File: config.mk
export PLATFORM = sky130hd
export DESIGN_NAME = dest_rr_merge
export DESIGN_NICKNAME = d
export VERILOG_FILES = /design/src/rtl/dest_rr_merge.sv
export SDC_FILE = /design/constraint.sdc
export NUM_CORES = 1
export LEC_CHECK = 0
export ABC_AREA = 1
export CORE_MARGIN = 2
export CORE_UTILIZATION = 35
export CTS_CLUSTER_SIZE = 20
export DETAILED_ROUTE_END_ITERATION = 16
export HOLD_SLACK_MARGIN = 0.15
export PLACE_DENSITY = 0.59
export SYNTH_ARGS = -nofsm -noshare
export SYNTH_HDL_FRONTEND = slang
export SYNTH_SLANG_ARGS = --single-unit
File: constraint.sdc
create_clock -name clk -period 1.4 [get_ports clk]
set_clock_uncertainty 0.05 [all_clocks]
set_input_delay 0.28 -clock clk [delete_from_list [all_inputs] [get_ports clk]]
set_output_delay 0.28 -clock clk [all_outputs]
set_load 0.01 [all_outputs]
File: src/rtl/dest_rr_merge.sv
// rtl/dest_rr_merge.sv - round-robin merge of two destination FIFOs into one stream
//
// Purpose: pops two upstream FIFOs (D0, D1) in round-robin order. It merges the
// returned words onto a single registered output. A one-entry skid buffer absorbs
// the word still in flight when downstream stalls. Protocol violations on the read
// return path are detected and trap the block in a sticky ERROR state.
//
// Ports:
//   clk                  clock, rising edge
//   reset                asynchronous active-low reset
//   init                 synchronous re-initialise request
//   empty_0/1            upstream FIFO empty flags
//   data_in_0/1 [5:0]    upstream FIFO read data
//   valid_in_0/1         read data valid, one cycle after the matching pop
//   stall_in             downstream back-pressure
//   pop_0/1              pop requests (combinational, never both high)
//   data_out [5:0]       merged output word (holds when valid_out=0)
//   valid_out            one-cycle strobe per delivered word
//   count_0/1 [4:0]      words delivered per source, wrapping
//   idle_out/active_out/error_out  registered state decodes

module dest_rr_merge (
  input  logic       clk,
  input  logic       reset,
  input  logic       init,
  input  logic       empty_0,
  input  logic       empty_1,
  input  logic [5:0] data_in_0,
  input  logic [5:0] data_in_1,
  input  logic       valid_in_0,
  input  logic       valid_in_1,
  input  logic       stall_in,
  output logic       pop_0,
  output logic       pop_1,
  output logic [5:0] data_out,
  output logic       valid_out,
  output logic [4:0] count_0,
  output logic [4:0] count_1,
  output logic       idle_out,
  output logic       active_out,
  output logic       error_out
);

  typedef enum logic [2:0] {
    S_RESET  = 3'd0,
    S_INIT   = 3'd1,
    S_IDLE   = 3'd2,
    S_ACTIVE = 3'd3,
    S_ERROR  = 3'd4
  } state_t;

  state_t     state_q, state_d;
  logic       idle_q, idle_d;
  logic       active_q, active_d;
  logic       error_q, error_d;

  // last_q = 1 means D1 was granted last, so D0 wins the next contested grant
  logic       last_q, last_d;
  logic       pop0_prev_q, pop0_prev_d;
  logic       pop1_prev_q, pop1_prev_d;
  logic       skid_full_q, skid_full_d;
  logic [5:0] skid_data_q, skid_data_d;
  logic       skid_src_q, skid_src_d;
  logic [5:0] data_out_q, data_out_d;
  logic       valid_out_q, valid_out_d;
  logic [4:0] count_0_q, count_0_d;
  logic [4:0] count_1_q, count_1_d;

  logic       violation;
  logic       can_pop;
  logic       accept;
  logic       arriving;
  logic [5:0] in_data;
  logic       in_src;

  // A return word is only legal as the answer to our own pop one cycle earlier.
  assign violation = (valid_in_0 & valid_in_1) |
                     (valid_in_0 & ~pop0_prev_q) |
                     (valid_in_1 & ~pop1_prev_q);

  // ---------------- state register ----------------
  always_ff @(posedge clk or negedge reset) begin
    if (!reset) begin
      state_q  <= S_RESET;
      idle_q   <= 1'b0;
      active_q <= 1'b0;
      error_q  <= 1'b0;
    end else begin
      state_q  <= state_d;
      idle_q   <= idle_d;
      active_q <= active_d;
      error_q  <= error_d;
    end
  end

  // ---------------- next-state logic ----------------
  always_comb begin
    state_d = state_q;
    if (init) begin
      state_d = S_INIT;
    end else if (violation) begin
      state_d = S_ERROR;
    end else begin
      case (state_q)
        S_RESET:  state_d = S_RESET;
        S_INIT:   state_d = S_IDLE;
        S_IDLE:   if (!empty_0 || !empty_1) state_d = S_ACTIVE;
        S_ACTIVE: if (empty_0 && empty_1 && !skid_full_q &&
                      !pop0_prev_q && !pop1_prev_q) state_d = S_IDLE;
        S_ERROR:  state_d = S_ERROR;
        default:  state_d = S_RESET;
      endcase
    end
  end

  // ---------------- output logic ----------------
  // Pops need a free path to the output: no stall and an empty skid, so a
  // returning word can always be either delivered or parked.
  always_comb begin
    can_pop  = (state_q == S_ACTIVE) && !init && !stall_in && !skid_full_q;
    pop_0    = can_pop && !empty_0 && (empty_1 || last_q);
    pop_1    = can_pop && !empty_1 && (empty_0 || !last_q);
    // Decode the next state so the registered flags line up with state_q.
    idle_d   = (state_d == S_IDLE);
    active_d = (state_d == S_ACTIVE);
    error_d  = (state_d == S_ERROR);
  end

  // ---------------- datapath ----------------
  always_comb begin
    last_d      = last_q;
    pop0_prev_d = pop_0;
    pop1_prev_d = pop_1;
    skid_full_d = skid_full_q;
    skid_data_d = skid_data_q;
    skid_src_d  = skid_src_q;
    data_out_d  = data_out_q;
    valid_out_d = 1'b0;
    count_0_d   = count_0_q;
    count_1_d   = count_1_q;

    arriving = valid_in_0 | valid_in_1;
    in_data  = valid_in_1 ? data_in_1 : data_in_0;
    in_src   = valid_in_1;
    accept   = (state_q == S_ACTIVE) && !init && !violation;

    if (pop_0) last_d = 1'b0;
    if (pop_1) last_d = 1'b1;

    if (init) begin
      // Anything in flight or parked is discarded.
      skid_full_d = 1'b0;
      count_0_d   = 5'd0;
      count_1_d   = 5'd0;
    end else if (accept) begin
      if (skid_full_q) begin
        // No pop was issued while the skid was full, so nothing can arrive now.
        if (!stall_in) begin
          skid_full_d = 1'b0;
          data_out_d  = skid_data_q;
          valid_out_d = 1'b1;
          if (skid_src_q) count_1_d = count_1_q + 5'd1;
          else            count_0_d = count_0_q + 5'd1;
        end
      end else if (arriving) begin
        if (stall_in) begin
          skid_full_d = 1'b1;
          skid_data_d = in_data;
          skid_src_d  = in_src;
        end else begin
          data_out_d  = in_data;
          valid_out_d = 1'b1;
          if (in_src) count_1_d = count_1_q + 5'd1;
          else        count_0_d = count_0_q + 5'd1;
        end
      end
    end
  end

  always_ff @(posedge clk or negedge reset) begin
    if (!reset) begin
      last_q      <= 1'b1;
      pop0_prev_q <= 1'b0;
      pop1_prev_q <= 1'b0;
      skid_full_q <= 1'b0;
      skid_data_q <= 6'd0;
      skid_src_q  <= 1'b0;
      data_out_q  <= 6'd0;
      valid_out_q <= 1'b0;
      count_0_q   <= 5'd0;
      count_1_q   <= 5'd0;
    end else begin
      last_q      <= last_d;
      pop0_prev_q <= pop0_prev_d;
      pop1_prev_q <= pop1_prev_d;
      skid_full_q <= skid_full_d;
      skid_data_q <= skid_data_d;
      skid_src_q  <= skid_src_d;
      data_out_q  <= data_out_d;
      valid_out_q <= valid_out_d;
      count_0_q   <= count_0_d;
      count_1_q   <= count_1_d;
    end
  end

  assign data_out   = data_out_q;
  assign valid_out  = valid_out_q;
  assign count_0    = count_0_q;
  assign count_1    = count_1_q;
  assign idle_out   = idle_q;
  assign active_out = active_q;
  assign error_out  = error_q;

endmodule

== After elaboration in Yosys (flattened, before gate mapping) ==
Index checks and enable logic that the tools add are counted.

* Output and inout port bits: 22
* Input bits: 20
* Logic and storage cells: 111
* Flip-flop bits (word level): 34

* Add/sub/neg operators: 2
* Equal/unequal tests: 14
* Reduce and logical (&&, ||, !) cells: 33
* Bitwise gates (word level): 10
* Mux-type cells: 38

{| class="wikitable"
|+ Operator list
! operator !! number
|-
| $mux W5 || 16
|-
| $mux W6 || 5
|-
| $eq A3 B2 Y1 const B || 4
|-
| $logic_and A1 B1 Y1 || 12
|-
| $mux W1 || 12
|-
| $mux W3 || 4
|-
| $pmux W3 S4 || 1
|-
| $reduce_and A6 Y1 || 2
|-
| $add A5 B1 Y5 const B || 2
|-
| $reduce_and A5 Y1 || 2
|-
| $logic_not A1 Y1 || 9
|-
| $ne A3 B3 Y1 const B || 3
|-
| $eq A3 B3 Y1 const B || 2
|-
| $ne A3 B2 Y1 const B || 2
|-
| $reduce_bool A2 Y1 || 3
|-
| $reduce_bool A3 Y1 || 2
|-
| $ne A2 B2 Y1 const B || 2
|-
| $not A1 Y1 || 4
|-
| $and A1 B1 Y1 || 3
|-
| $eq A3 B1 Y1 const B || 1
|-
| $logic_or A1 B1 Y1 || 3
|-
| $or A1 B1 Y1 || 3
|}

== Longest topological paths before layout ==
Gate-level depths: netlist of the first run.

* Word-level depth: 9
* Gate-level depth with buffers: 9
* Mapped depth without buffers: 8

== Worst setup path before layout of the first run ==
OpenSTA, ideal clock, no wires.

* Path kind: register to output
* Start point: register skid_full_q
* End point: output pop_1
* Buffers on the path: 1
* Path slack: 16 ps
* Cell stages (with the launch flop): 5
* Data required time: 1070 ps
* Arrival: 1054 ps
* Cells stage by stage: dfrtp_1 inv_2 clkbuf_1 nand4_1 inv_1

* Cells in the longest elaborated chain, start to end: 4

{| class="wikitable"
|+ RTL lines
! item !! RTL line !! text
|-
| start: declaration || 61 || <nowiki>logic skid_full_q, skid_full_d;</nowiki>
|-
| start signal: assignment || 196 || <nowiki>skid_full_q <= skid_full_d;</nowiki>
|-
| $logic_not A1 Y1 || 120 || <nowiki>can_pop = (state_q == S_ACTIVE) && !init && !stall_in && !skid_full_q;</nowiki>
|-
| $logic_and A1 B1 Y1 || 120 ||
|-
| $logic_and A1 B1 Y1 (2 in a row) || 122 || <nowiki>pop_1 = can_pop && !empty_1 && (empty_0 || !last_q);</nowiki>
|-
| end: declaration || 34 || <nowiki>output logic pop_1,</nowiki>
|}

No other way between the ends.

== Worst setup path after layout of the first run ==
* Start point: register state_q[2]
* End point: output pop_1

* Cells in the longest elaborated chain, start to end: 6

{| class="wikitable"
|+ RTL lines
! item !! RTL line !! text
|-
| start: declaration || 52 || <nowiki>state_t state_q, state_d;</nowiki>
|-
| start signal: assignment || 89 || <nowiki>state_q <= state_d;</nowiki>
|-
| $eq A3 B2 Y1 || 120 ||
|-
| $logic_and A1 B1 Y1 (3 in a row) || 120 ||
|-
| $logic_and A1 B1 Y1 (2 in a row) || 122 ||
|}

No other way between the ends.

==> results of run 1 <==
-- critical path: stages (launching register included) --
cell     delay (ns)
dfrtp_1        0.40
inv_2          0.07
nand2_2        0.06
nor2_4         0.10
buf_4          0.12
nand4_1        0.10
inv_1          0.09
buf_2          0.13
-- cell usage after synthesis, types with 2 or more instances --
master / count
inv_6: 2
nand2_1: 97
clkbuf_1: 2
nand2_4: 3
inv_1: 15
a21oi_1: 4
buf_6: 2
nand4_1: 5
a31oi_1: 6
nand2_2: 5
dfrtp_1: 33
nor2_1: 24
nand3_1: 29
nor2_2: 2
o21ai_0: 3
buf_4: 2
nor2_4: 5
xnor2_1: 2
ha_1: 2
inv_2: 4
-- stage by stage --
step            util  cell area (sq um)
6_report       0.588               3040
5_1_grt        0.588               3040
4_1_cts        0.552               2850
3_5_place_dp   0.504               2610
3_3_place_gp   0.504               2610
2_1_floorplan      -               1900
-- path summary, 6_finish.rpt --
kind / slack, ns / endpoint / from
max: -0.29 / pop_1 / state_q[2]
min: 0.31 / count_0[2] / reset
max reg2reg: -0.03 / count_1[4] / skid_full_q
min reg2reg: 0.42 / data_out[5] / data_out[5]
max in group asynchronous: 0.74 / last_q / reset
min in group clk: 0.42 / data_out[5] / data_out[5]
-- flip-flops by register name, summed over array words and instances (netlist names) --
signal	cells
active_out	1
count_0	5
count_1	5
data_out	6
error_out	1
idle_out	1
last_q	1
pop0_prev_q	1
pop1_prev_q	1
skid_data_q	6
skid_full_q	1
skid_src_q	1
state_q	3
valid_out	1
-- logic make-up (layout without fill, tap and decap cells) --
kind of cell,after synthesis,after routing
flip-flops,34,34
AO/OA/AOI/OAI,14,14
buffers and inverters,27,124
AND/OR/NAND/NOR,172,172
XOR/XNOR,2,2
adder cells (fa/ha/maj),2,2
-- final cells by class --
class	count	area (sq um)	share of cell area
timing repair buffer	95	865	0.284
inverter	21	96.3	0.0317
tap	70	87.6	0.0288
clock buffer	8	90.1	0.0296
sequential	34	852	0.280
multi-input combinational	190	1050	0.346
-- power by group through the flow --
stage / combinational (W) / clock [W] / sequential, W
after floorplan: 0.000215 / 0 / 0.00113
after global placement: 0.000527 / 0 / 0.00110
after detailed placement: 0.000532 / 0 / 0.00110
after CTS: 0.000568 / 0.000763 / 0.00107
after global routing: 0.000671 / 0.000820 / 0.00108
final: 0.000607 / 0.000742 / 0.00107
-- repair_timing --
item                                    CTS  global route
buffers inserted                         15            10
hold buffers                              0             0
gates resized for setup                  44            35
endpoints found under the setup margin   46            27
pin swaps                                 5            18
-- metal layers --
| layer | vias up | wire length [um] | GRT usage |
|---|---|---|---|
| li1 | 986 | - | - |
| met1 | 894 | 2160 | 0.209 |
| met2 | 29 | 2340 | 0.265 |
| met3 | 5 | 122 | 0.0349 |
| met4 | 0 | 81 | 0.0768 |
| met5 | - | 0 | 0 |
==> impl_metrics.ini, run 1 <==
[timing]
relSlewSlack = 0.843
max_freq_mhz = 590
fin_ws_ns = -0.294
rsz0062_at_grt = yes
timing.hold.ws_ns = 0.311
finalSetupTns_ns = -0.734
report.final.slew_viol_count = 0
worstMarginPinSlew_ns = 0.234
final_hold_viol_count = 0
fin_crit_ns = 1.69
setup_viol = 14
fin_crit_sh = 1.21

[synth]
synthSimpleGateAreaFrac = 0.417
synth_compound_area_frac = 0.0421
synthesis.area_sq_um = 1900
synth_xor_area_frac = 0.00921
synth_top_family_by_area = simple AND/OR/NAND/NOR gates
yosysSeqAreaShare = 0.448
yosysTopAreaCellShare = 0.434
synthMuxAreaShare = 0
synth-edff-count = 0
synthAdderAreaFrac = 0.0132
ys_top_cells_by_area = dfrtp_1 43%, nand2_1 19%, nand3_1 7.6%, nor2_1 4.7%, inv_1 3.0%
ys_seq_elements = 34
yosys.area.top_type = dfrtp_1
postSynthAreaPerCell_sq_um = 7.58
yosysUniqueCellTypes = 24
async_flop_share = 1.00
ys_warn_count = 0
syn-num-nets = 273
ys.flop_type = dfrtp_1
synthCells = 251

[final_layout]
fin_nets = 369
area_growth_syn_to_layout_pct = 59.9
final_cell_mix = 82 x nand2_1, 40 x buf_4, 33 x dfrtp_1
drive_gt1_frac = 0.310
nFillCells = 458
final_common_cell = nand2_1
fin_cells = 418
diodes = 0

[drt]
via_per_inst = 4.58
drt_iter0_drc = 59
vias = 1914
drc = 0
wl_per_cell_um = 11.2
drt_first_pass_iters = 4
drt-total-wl_um = 4700
ant_nets = 0

[clock_tree]
numCtsBuffers = 5
htree_levels = 2
clock-sinks = 34
clk_pin_slew_worst_paths_ns = 0.07
cts_tree = yes
clock_latency_ns = 0.29
clk_path_buf_depth = 2
cts-root-buf = clkbuf_8

[placed_design]
hpwlAfterDp_um = 3120
numPortBuffers = 41
pre_cts_ws_ns = -0.813
routabilityCongestion = 0.845
placedCellCount = 388

[global_routing]
grt_start_max_net_pins = 35
antenna_found_initial = 0
grt_pass1_vias = 1799
grt_overflow = 0
grt_util_all_layers = 0.164
grt_pass1_wl_um = 7830

[critical_path]
reg2reg_depth = 10
cp_max_fo = 2
cp-end-kind = primary output
crit_required_ns = 1.07
start_kind = register
crit_arrival_ns = 1.36
critPathKind = register to primary output

[pwr]
p_seq_frac = 0.442
irDropWorstVdd_mv = 0.404
p_per_area_nw_per_um2 = 795
clock_power_share = 0.307
p_int_w = 0.00173
combPwrFrac = 0.251
leakagePower_nw = 1.65
power_w = 0.00242
p_sw_frac = 0.283
netSwitchingPower_w = 0.000685

[floorplan]
fp.dieW_um = 77.7
die_area_sq_um = 6040
top_level_ports = 42
dieHeight_um = 77.7
floorplan.initialDensity = 0.368
rows = 26
coreArea_sq_um = 5170

[status]
outcome = complete, but fails checks
violations = setup timing

[run]
cap_violations = 0

[hold_path]
hold_path_class = input port to async pin
No activity file was read; power rests on OpenSTA's default activity.
==> run 2: changes to the inputs <==
--- a/config.mk
+++ b/config.mk
@@ -8,9 +8,11 @@
 export ABC_AREA = 1
 export CORE_MARGIN = 2
 export CORE_UTILIZATION = 35
+export CTS_CLUSTER_DIAMETER = 100
 export CTS_CLUSTER_SIZE = 20
 export DETAILED_ROUTE_END_ITERATION = 16
 export HOLD_SLACK_MARGIN = 0.15
+export MAX_ROUTING_LAYER = met4
 export PLACE_DENSITY = 0.59
 export SYNTH_ARGS = -nofsm -noshare
 export SYNTH_HDL_FRONTEND = slang
==> impl_metrics.ini, run 2 (synthesis results as in run 1) <==
[final_layout]
diodes = 0
final_util = 0.588
drive_gt1_frac = 0.310
final_cell_mix = 82 x nand2_1, 40 x buf_4, 33 x dfrtp_1
fin_nets = 369
final_common_cell = nand2_1
area_growth_syn_to_layout_pct = 59.9

[critical_path]
r2r_end = count_1[4]
cp-end-kind = primary output
reg2reg_depth = 10
rrSetupSlack_ns = -0.03
crit_arrival_ns = 1.37
start_kind = register
reg2reg_from = skid_full_q
critPathKind = register to primary output
cp_max_fo = 2
crit_required_ns = 1.07

[floorplan]
dieHeight_um = 77.7
die_area_sq_um = 6040
fp.dieW_um = 77.7
coreArea_sq_um = 5170
top_level_ports = 42
floorplan.initialDensity = 0.368
rows = 26

[pwr]
p_per_area_nw_per_um2 = 793
p_seq_frac = 0.443
netSwitchingPower_w = 0.000680
combPwrFrac = 0.251
irDropWorstVdd_mv = 0.404
clock_power_share = 0.306
p_int_w = 0.00173
p_sw_frac = 0.282
leakagePower_nw = 1.65

[timing]
rsz0062_at_grt = yes
max_freq_mhz = 590
fin_ws_ns = -0.295
relSlewSlack = 0.842
fin_crit_ns = 1.70
worstMarginPinSlew_ns = 0.236
finalSetupTns_ns = -0.740
final_hold_viol_count = 0
report.final.slew_viol_count = 0
setup_viol = 15
fin_crit_sh = 1.21

[global_routing]
grt_util_all_layers = 0.168
grt_pass1_wl_um = 7830
grt_pass1_vias = 1799
grt_start_max_net_pins = 35
grt_overflow = 0
antenna_found_initial = 0

[clock_tree]
clk_path_buf_depth = 2
clock-sinks = 34
cts_tree = yes
clk_pin_slew_worst_paths_ns = 0.07
clock_latency_ns = 0.29
htree_levels = 2
cts-root-buf = clkbuf_8
numCtsBuffers = 5

[drt]
wl_per_cell_um = 11.2
vias = 1909
ant_nets = 0
drt_first_pass_iters = 4
drc = 0
drt_iter0_drc = 63
via_per_inst = 4.57
drt-total-wl_um = 4660

[run]
cap_violations = 0

[placed_design]
routabilityCongestion = 0.858
numPortBuffers = 41
hpwlAfterDp_um = 3120

[status]
outcome = complete, but fails checks
violations = setup timing

[hold_path]
hold_path_class = input port to async pin
run 2: cell counts in the layout (fill, tap and decap cells not counted):
Identical to the previous run, type by type.
run 2: cell type report:
cell class | instances | area [sq um]
fill | 458 | 2130
multi-input combinational | 190 | 1050
timing repair buffer | 95 | 865
sequential | 34 | 852
inverter | 21 | 96.3
clock buffer | 8 | 90.1
tap | 70 | 87.6
run 2: worst max-delay path by stage:
stage / cells past startpoint / slack, ns / endpoint / startpoint
4_1_cts: 7 / -0.33 / pop_0 / state_q[2]
2_1_floorplan: 4 / 0.02 / pop_1 / skid_full_q
6_report: 7 / -0.30 / pop_1 / state_q[2]
5_1_grt: 7 / -0.38 / pop_0 / state_q[2]
3_5_place_dp: 8 / -0.81 / pop_0 / init
3_3_place_gp: 8 / -0.80 / pop_0 / init
run 2: power groups by stage:
stage,Clock (W),Sequential [W],Combinational (W)
after CTS,0.000763,0.00107,0.000568
final,0.000738,0.00107,0.000607
after floorplan,0,0.00113,0.000215
after detailed placement,0,0.00110,0.000532
after global routing,0.000820,0.00108,0.000672
after global placement,0,0.00110,0.000527
run 2: repair_timing:
action	in CTS	in global routing
endpoints found under the hold margin	0	0
setup endpoints to repair	46	27
hold buffers	0	0
buffers inserted	15	10
resized for setup	44	35
pin swaps	5	18
gates cloned	0	0
run 2: layer usage:
layer	track usage	vias up	routed length, um
met3	0.0349	5	129
met5	-	-	0
met4	0.0768	0	80
met2	0.264	29	2360
li1	-	987	-
met1	0.210	888	2100
run 2: worst max-delay path: stages, from the launching register on:
cell	delay, ns
dfrtp_1	0.40
inv_2	0.07
nand2_2	0.06
nor2_4	0.10
buf_4	0.12
nand4_1	0.10
inv_1	0.09
buf_2	0.13
run 2: per-stage QoR:
step	instance area [sq um]	worst slack, ns	power [W]	hold WS [ns]	cells
6_report	3040	-0.295	0.00241	0.310	418
5_1_grt	3040	-0.381	0.00257	0.328	418
4_1_cts	2850	-0.326	0.00240	0.316	411
3_5_place_dp	2610	-0.813	0.00164	0.409	388
3_3_place_gp	2610	-0.799	0.00163	0.407	388
2_1_floorplan	1900	0.0160	0.00135	-0.0656	251
